[config.mk]
export PLATFORM = sky130hd
export DESIGN_NAME = controller_mode_arbiter
export DESIGN_NICKNAME = d
export VERILOG_FILES = /design/src/rtl/controller_mode_arbiter.sv
export SDC_FILE = /design/constraint.sdc
export NUM_CORES = 1
export LEC_CHECK = 0
export CAP_MARGIN = 10
export CORE_ASPECT_RATIO = 1.5
export CORE_MARGIN = 3
export CORE_UTILIZATION = 34
export CTS_BUF_LIST = sky130_fd_sc_hd__clkbuf_8
export CTS_CLUSTER_DIAMETER = 100
export DETAILED_ROUTE_END_ITERATION = 12
export GPL_TIMING_DRIVEN = 0
export PLACE_DENSITY_LB_ADDON = 0.25
export SYNTH_ARGS = -nofsm -noshare
export SYNTH_HDL_FRONTEND = slang
export SYNTH_SLANG_ARGS = --single-unit
[constraint.sdc]
create_clock -name clk_i -period 3.85 [get_ports clk_i]
set_clock_uncertainty 0.1 [all_clocks]
set_input_delay 0.77 -clock clk_i [delete_from_list [all_inputs] [get_ports clk_i]]
set_output_delay 0.77 -clock clk_i [all_outputs]
set_load 0.02 [all_outputs]
[src/rtl/controller_mode_arbiter.sv]
// Routes one of NumEngines standby engines to the shared TTI queues and bus events.
// Ownership changes only through a drain/quiet handover, so a mode change never splits a transfer.
module controller_mode_arbiter #(
    parameter int unsigned NumEngines      = 2,
    parameter int unsigned SelWidth        = $clog2(NumEngines),
    parameter int unsigned RxDescDataWidth = 32,
    parameter int unsigned RxDataWidth     = 8,
    parameter int unsigned QuietCycles     = 4,
    parameter int unsigned DrainTimeout    = 1024,
    parameter int unsigned ResetEngine     = 0
) (
    input  logic                                  clk_i,
    input  logic                                  rst_ni,
    input  logic [SelWidth-1:0]                   mode_req_i,
    input  logic [NumEngines-1:0]                 eng_busy_i,
    input  logic [NumEngines-1:0]                 eng_rx_desc_wvalid_i,
    input  logic [NumEngines*RxDescDataWidth-1:0] eng_rx_desc_wdata_i,
    input  logic [NumEngines-1:0]                 eng_rx_wvalid_i,
    input  logic [NumEngines*RxDataWidth-1:0]     eng_rx_wdata_i,
    input  logic [NumEngines-1:0]                 eng_tx_desc_rready_i,
    input  logic [NumEngines-1:0]                 eng_tx_rready_i,
    input  logic [NumEngines-1:0]                 eng_bus_stop_i,
    input  logic                                  rx_desc_wready_i,
    input  logic                                  rx_wready_i,
    input  logic                                  tx_desc_rvalid_i,
    input  logic                                  tx_rvalid_i,
    output logic                                  rx_desc_wvalid_o,
    output logic [RxDescDataWidth-1:0]            rx_desc_wdata_o,
    output logic                                  rx_wvalid_o,
    output logic [RxDataWidth-1:0]                rx_wdata_o,
    output logic                                  tx_desc_rready_o,
    output logic                                  tx_rready_o,
    output logic                                  bus_stop_o,
    output logic [NumEngines-1:0]                 eng_rx_desc_wready_o,
    output logic [NumEngines-1:0]                 eng_rx_wready_o,
    output logic [NumEngines-1:0]                 eng_tx_desc_rvalid_o,
    output logic [NumEngines-1:0]                 eng_tx_rvalid_o,
    output logic [NumEngines-1:0]                 eng_en_o,
    output logic [SelWidth-1:0]                   active_sel_o,
    output logic                                  switch_pending_o,
    output logic                                  switch_timeout_o,
    output logic                                  req_err_o
);

    localparam int unsigned DcW = $clog2(DrainTimeout + 1);
    localparam int unsigned QcW = $clog2(QuietCycles + 1);
    localparam logic [SelWidth-1:0] ResetSel = SelWidth'(ResetEngine);

    typedef enum logic [1:0] {StActive, StDrain, StQuiet} state_e;

    state_e              state_q, state_d;
    logic [SelWidth-1:0] active_sel_q, active_sel_d;
    logic [SelWidth-1:0] target_q, target_d;
    logic [DcW-1:0]      drain_cnt_q, drain_cnt_d;
    logic [QcW-1:0]      quiet_cnt_q, quiet_cnt_d;
    logic                switch_timeout_q, switch_timeout_d;
    logic                req_err_q, req_err_d;

    logic                  routed;
    logic                  req_valid;
    logic [NumEngines-1:0] sel_oh;
    logic [NumEngines-1:0] busy_sh;

    // Selection uses shifts rather than bit-selects so SelWidth may exceed $clog2(NumEngines).
    assign routed    = (state_q != StQuiet);
    assign req_valid = (32'(mode_req_i) < NumEngines);
    assign sel_oh    = NumEngines'(1) << active_sel_q;
    assign busy_sh   = eng_busy_i >> active_sel_q;

    assign rx_desc_wvalid_o = routed && |(eng_rx_desc_wvalid_i & sel_oh);
    assign rx_wvalid_o      = routed && |(eng_rx_wvalid_i & sel_oh);
    assign tx_desc_rready_o = routed && |(eng_tx_desc_rready_i & sel_oh);
    assign tx_rready_o      = routed && |(eng_tx_rready_i & sel_oh);
    assign bus_stop_o       = routed && |(eng_bus_stop_i & sel_oh);
    assign rx_desc_wdata_o  = RxDescDataWidth'(eng_rx_desc_wdata_i >> (active_sel_q * RxDescDataWidth));
    assign rx_wdata_o       = RxDataWidth'(eng_rx_wdata_i >> (active_sel_q * RxDataWidth));

    assign eng_en_o             = routed ? sel_oh : '0;
    assign eng_rx_desc_wready_o = eng_en_o & {NumEngines{rx_desc_wready_i}};
    assign eng_rx_wready_o      = eng_en_o & {NumEngines{rx_wready_i}};
    assign eng_tx_desc_rvalid_o = eng_en_o & {NumEngines{tx_desc_rvalid_i}};
    assign eng_tx_rvalid_o      = eng_en_o & {NumEngines{tx_rvalid_i}};

    assign active_sel_o     = active_sel_q;
    assign switch_pending_o = (state_q != StActive);
    assign switch_timeout_o = switch_timeout_q;
    assign req_err_o        = req_err_q;

    always_comb begin
        state_d          = state_q;
        active_sel_d     = active_sel_q;
        target_d         = target_q;
        drain_cnt_d      = drain_cnt_q;
        quiet_cnt_d      = quiet_cnt_q;
        switch_timeout_d = 1'b0;
        req_err_d        = !req_valid;
        case (state_q)
            StActive: begin
                if (req_valid && (mode_req_i != active_sel_q)) begin
                    target_d    = mode_req_i;
                    drain_cnt_d = '0;
                    state_d     = StDrain;
                end
            end
            StDrain: begin
                if (drain_cnt_q != DcW'(DrainTimeout - 1)) begin
                    drain_cnt_d = drain_cnt_q + DcW'(1);
                end
                if (req_valid && (mode_req_i != active_sel_q)) begin
                    target_d = mode_req_i;
                end
                // Timeout wins over abort; abort wins over a clean idle exit.
                if (drain_cnt_q == DcW'(DrainTimeout - 1)) begin
                    state_d          = StQuiet;
                    quiet_cnt_d      = '0;
                    switch_timeout_d = 1'b1;
                end else if (mode_req_i == active_sel_q) begin
                    state_d = StActive;
                end else if (!busy_sh[0] && !rx_desc_wvalid_o && !rx_wvalid_o) begin
                    state_d     = StQuiet;
                    quiet_cnt_d = '0;
                end
            end
            StQuiet: begin
                if (quiet_cnt_q == QcW'(QuietCycles - 1)) begin
                    active_sel_d = target_q;
                    state_d      = StActive;
                end else begin
                    quiet_cnt_d = quiet_cnt_q + QcW'(1);
                end
            end
            default: state_d = StActive;
        endcase
    end

    always_ff @(posedge clk_i) begin
        if (!rst_ni) begin
            state_q          <= StActive;
            active_sel_q     <= ResetSel;
            target_q         <= ResetSel;
            drain_cnt_q      <= '0;
            quiet_cnt_q      <= '0;
            switch_timeout_q <= 1'b0;
            req_err_q        <= 1'b0;
        end else begin
            state_q          <= state_d;
            active_sel_q     <= active_sel_d;
            target_q         <= target_d;
            drain_cnt_q      <= drain_cnt_d;
            quiet_cnt_q      <= quiet_cnt_d;
            switch_timeout_q <= switch_timeout_d;
            req_err_q        <= req_err_d;
        end
    end

endmodule

Word-level counts from Yosys, hierarchy flattened
Index checks and enable logic that the tools add are counted.

Input bits: 99. Output and inout bits: 59. Bits in registers: 19. Word-level logic and storage cells: 78.

Bitwise logic cells: 9. Reduce and logical (&&, ||, !) cells: 26. Add/subtract/negate cells: 2. Mux-type cells: 16. Shifts and indexed selects: 4. Equality and inequality tests: 15.

Operators by type and width (number): $shr 64x6->32 (1); $mux 11 (2); $pmux 11 s2 (1); $and 2x2->2 (9); $shr 16x4->8 (1); $mux 2 (6); $mux 3 (4); $reduce_or 2->1 (6); $add 11x1->11 const B (1); $eq 11x10->1 const B (1); $ne 11x10->1 const B (1); $ne 2x2->1 const B (5); $logic_and 1x1->1 (7); $ne 3x3->1 const B (2); $pmux 2 s3 (1); $pmux 3 s2 (1); $reduce_and 2->1 (3); $reduce_and 3->1 (2); $reduce_bool 2->1 (3); $ne 4x4->1 const B (1); $reduce_and 4->1 (1); $add 3x1->3 const B (1); $eq 3x2->1 const B (1); $logic_not 1->1 (3); other kinds (8) (8).

Longest topological paths before layout
Depth in word-level cells: 11. Depth in mapped cells: 6. Mapped depth without buffers: 6.

Least setup slack after synthesis
Ideal clock, no wire load.

Kind: register -> output. Start: register active_sel_q (netlist: active_sel_o). End: output rx_desc_wdata_o[0]. Data required time: 2.980 ns. Data arrival time: 1.375 ns. Slack: 1.605 ns. Buffers on the path: 2. Stages on the path, launching flop included: 4. Cell sequence: dfxtp_1 > buf_6 > clkbuf_1 > mux2_2.

Cells in the longest elaborated chain, start to end: 1.

Ends and longest elaborated chain: start: declaration (RTL line 52) `logic [SelWidth-1:0] active_sel_q, active_sel_d;`; start signal: assignment (RTL line 139) `active_sel_q <= ResetSel;`; start signal: assignment (RTL line 147) `active_sel_q <= active_sel_d;`; $shr 64x6->32 (RTL line 75) `assign rx_desc_wdata_o = RxDescDataWidth'(eng_rx_desc_wdata_i >> (active_sel_q * RxDescDataWidth));`; end: declaration (RTL line 28) `output logic [RxDescDataWidth-1:0] rx_desc_wdata_o,`.

Every way passes these cells.

Worst setup path in the final report
Start: register active_sel_q (netlist: active_sel_o). End: output rx_desc_wdata_o[15].

Same word-level chain as after synthesis.

==> results.txt <==
----------------------------------------------------
[Status]
  Outcome ... finished, final reports clean

[Die]
  Horiz. Die Dim ... 63.04 um
  Core area ... 4617 um2
  Row count ... 30
  Initial standard-cell utilization of the core ... 35.93%
  I/O pin count ... 158
  Die footprint ... 5771 um2
  Chip Height ... 91.56 um

[Critical path]
  Req. time, crit path ... 2980 ps
  Cell family with the largest share of critical-path delay ... buffers and inverters
  Max incr delay on CP ... 580 ps
  Worst setup EP type ... output port
  Critical path data arrival time ... 2190 ps
  Slowest cell on crit path ... clkdlybuf4s50_1
  Highest net fanout along the worst path ... 10
  Setup slack of the most critical reg-to-reg path ... 1890 ps
  Stages on the worst setup path ... 4
  Worst setup path end ... rx_desc_wdata_o[15]
  Kind of launch point of the worst setup path ... flip-flop
  R2R Path End ... drain_cnt_q[8]
  Worst Setup SP ... active_sel_o
  Reg-to-Reg Start ... drain_cnt_q[1]
  Depth of the worst register-to-register path ... 5
  CP Cell Sequence ... buf_6, clkbuf_1, mux2_2, clkdlybuf4s50_1
  Worst setup path class ... reg2out
  Buffers plus inverters on the worst setup path ... 3

[Detailed routing]
  Initial DRT Pass Iterations ... 4
  Final wirelength ... 7.432 mm
  Drt via density ... 5.150
  Number of nets still failing antenna checks after routing ... 0
  Vias ... 2122
  Remaining routing DRC violations ... 0
  Starting DRT DRC Count ... 173
  Mean routed wirelength per cell ... 18.04 um

[Placed design]
  Area after DPL ... 3301 um2
  Port Buffers ... 156
  Final weighted congestion of routability-driven global placement ... 0.9395
  Estimated wirelength of the detail-placed design ... 6.448 mm

[CTS]
  Clk Tree Root Cell ... clkbuf_8
  Deepest clock path buffer count ... 2
  Htree depth ... 1
  Number of gates resized after cts ... 0
  TritonCTS clock tree ... done
  Number of clock sinks ... 19
  Postcts setup bufs ... 0
  Insertion delay of the later-clocked pin in the worst-skew pair ... 260 ps
  CTS buffer count ... 3
  Number of buffers added to fix hold violations after cts ... 0
  Clock-pin slew of the registers on the worst-case setup and hold paths ... 70 ps

[Synthesis]
  Synthesized area per cell ... 8.825 um2
  Netlist Area Pre-Place ... 1659 um2
  Cell type contributing the most total cell area after synthesis ... mux2_2
  Yosys synthesis warning count ... 0
  Library cells used by synthesis ... 42
  Post-synth top flop ... dfxtp_1
  Fraction of synthesized cell area taken by the top area cell type ... 27.83%
  Net count after synthesis ... 290
  Top cells by area in the synthesized netlist ... mux2_2, dfxtp_1, o22a_1, mux2i_1, and3_1
  Synth async-reset ratio ... 0%
  Total of flip-flops plus latches after synthesis ... 19
  Gate count after technology mapping ... 188
  Sequential area share after synthesis ... 22.93%
  EDFF count, synth ... 0

[Timing]
  Number of pins exceeding their max-slew limit in the final report ... 0
  Setup TNS ... 0 ps
  Final critical delay including setup and external delays ... 3056 ps
  F_max ... 0.3272 GHz
  Slew at the pin closest to its max-slew limit ... 656.9 ps
  Count of final hold-check violations ... 0
  Setup repair after global routing missed its margin ... no
  Final period util ... 79.38%
  Final setup viols ... 0
  Slew Limit Headroom ... 55.83%

[GRT]
  Via count of the first global-routing pass ... 2280
  Overflow after GRT ... 0
  Initial antenna violation count ... 0
  Wire length of the first global-routing pass ... 11.53 mm
  Pin count of the biggest net entering global routing ... 11
  Overall Global Routing Usage ... 25.29%

[Pwr]
  Worst IR drop on VDD ... 0.0001237 V
  Leak ... 0.001309 uW
  Areal power density over the cells ... 180.6 nW/um2

[Finish]
  Layout cells sized above 1 ... 15.80%
  Area of the multi-input gates ... 1192 um2
  Filler Cells Inserted ... 384
  Antenna diode count ... 0
  Signed area change from the synthesized netlist to the final layout ... 101.7%
  Final instance area ... 3346 um2
  Net count reported at finish ... 451
  Sequential cell area in the final layout ... 380.4 um2

[Hold path]
  HP Class ... reg2reg

[Flow run]
  Count of maximum capacitance violations ... 0

----------------------------------------------------
[layout make-up]
| class | instances | share of cell area [%] |
|---|---|---|
| plain buffers | 11 | 1.907 |
| clock buffers | 3 | 1.234 |
| clock inverters | 1 | 0.1122 |
| inverters | 6 | 0.6731 |
| multi-input cells | 152 | 35.64 |
| flip-flops and latches | 19 | 11.37 |
| well taps | 64 | 2.393 |
| repair buffers | 156 | 46.67 |
[cell usage in the layout (no fill, tap or decap), types with 3 or more instances in the layout]
cell type	instances
nor2b_1	4
and4_1	3
nor3_1	4
and3_1	8
ha_1	3
mux2_2	41
o21ai_0	5
clkbuf_8	3
o21a_1	3
nor2_1	13
clkbuf_1	5
nand3_1	5
clkdlybuf4s50_1	156
mux2i_1	6
buf_2	3
o22a_1	7
inv_1	7
dfxtp_1	19
and2_1	5
nand2_1	9
a21oi_1	8
[per-layer routing]
layer | track usage (%) | routed length, um | vias to the layer above
met1 | 30.16 | 2740 | 978
met5 | 0 | 0 | -
met3 | 5.817 | 751 | 7
met4 | 4.604 | 72 | 0
met2 | 45.64 | 3868 | 117
li1 | - | - | 1020
[worst min-delay path by stage]
stage | to | cells past startpoint | start | slack [ps]
after detailed placement | drain_cnt_q[10] | 1 | drain_cnt_q[10] | 380
after floorplan | drain_cnt_q[10] | 1 | drain_cnt_q[10] | 350
after global routing | drain_cnt_q[10] | 1 | drain_cnt_q[10] | 420
after CTS | drain_cnt_q[10] | 1 | drain_cnt_q[10] | 390
after global placement | drain_cnt_q[10] | 1 | drain_cnt_q[10] | 370
final | drain_cnt_q[10] | 1 | drain_cnt_q[10] | 390
[flip-flops by register name, indices dropped and copies added, names as in the netlist]
signal            cells
drain_cnt_q          11
quiet_cnt_q           3
state_q               2
active_sel_o          1
switch_timeout_o      1
target_q              1
[logic make-up after synthesis]
logic type / Yosys count / share of synthesized area [%]
adders and majority gates: 3 / 2.263
buffers and inverters: 17 / 5.203
xor gates and xnor gates: 1 / 0.5280
DFF: 19 / 22.93
muxes: 47 / 31.45
AOI/OAI and AO/OA: 38 / 16.52
and+or+nand+nor: 62 / 20.89
other: 1 / 0.2260
[power breakdown]
part / internal [uW] / leakage [uW] / total (uW) / switching, uW
sequential: 200 / 0.000154 / 205 / 4.56
combinational: 163 / 0.00113 / 261 / 98.4
clock: 71.0 / 0.0000269 / 139 / 67.7
total: 434 / 0.00131 / 604 / 171
[per-stage QoR]
step	hold slack (ps)	utilization, %	std cells	setup WS (ps)	total power (uW)
4_1_cts	388.8	72.47	412	773.6	607.1
5_1_grt	423.6	72.47	412	699.6	630.9
6_report	387.4	72.47	412	793.9	604.2
2_1_floorplan	353.9	-	188	1605	296.5
3_5_place_dp	379.2	71.49	408	866.2	469.0
3_3_place_gp	368.4	71.49	408	876.9	463.7
[cells in the mapped netlist (2+ instances only)]
master,n
mux2_2,41
dfxtp_1,19
nor2_1,13
nand2_1,9
a21oi_1,8
and3_1,8
o22a_1,7
inv_1,6
mux2i_1,6
and2_1,5
clkbuf_1,5
nand3_1,5
o21ai_0,5
nor2b_1,4
nor3_1,4
and4_1,3
buf_2,3
ha_1,3
o21a_1,3
a21oi_2,2
buf_6,2
nand4_1,2
nor3b_1,2
nor4_1,2
o211ai_1,2
o31a_1,2
o31ai_1,2
(Power assumes the default switching activity.)
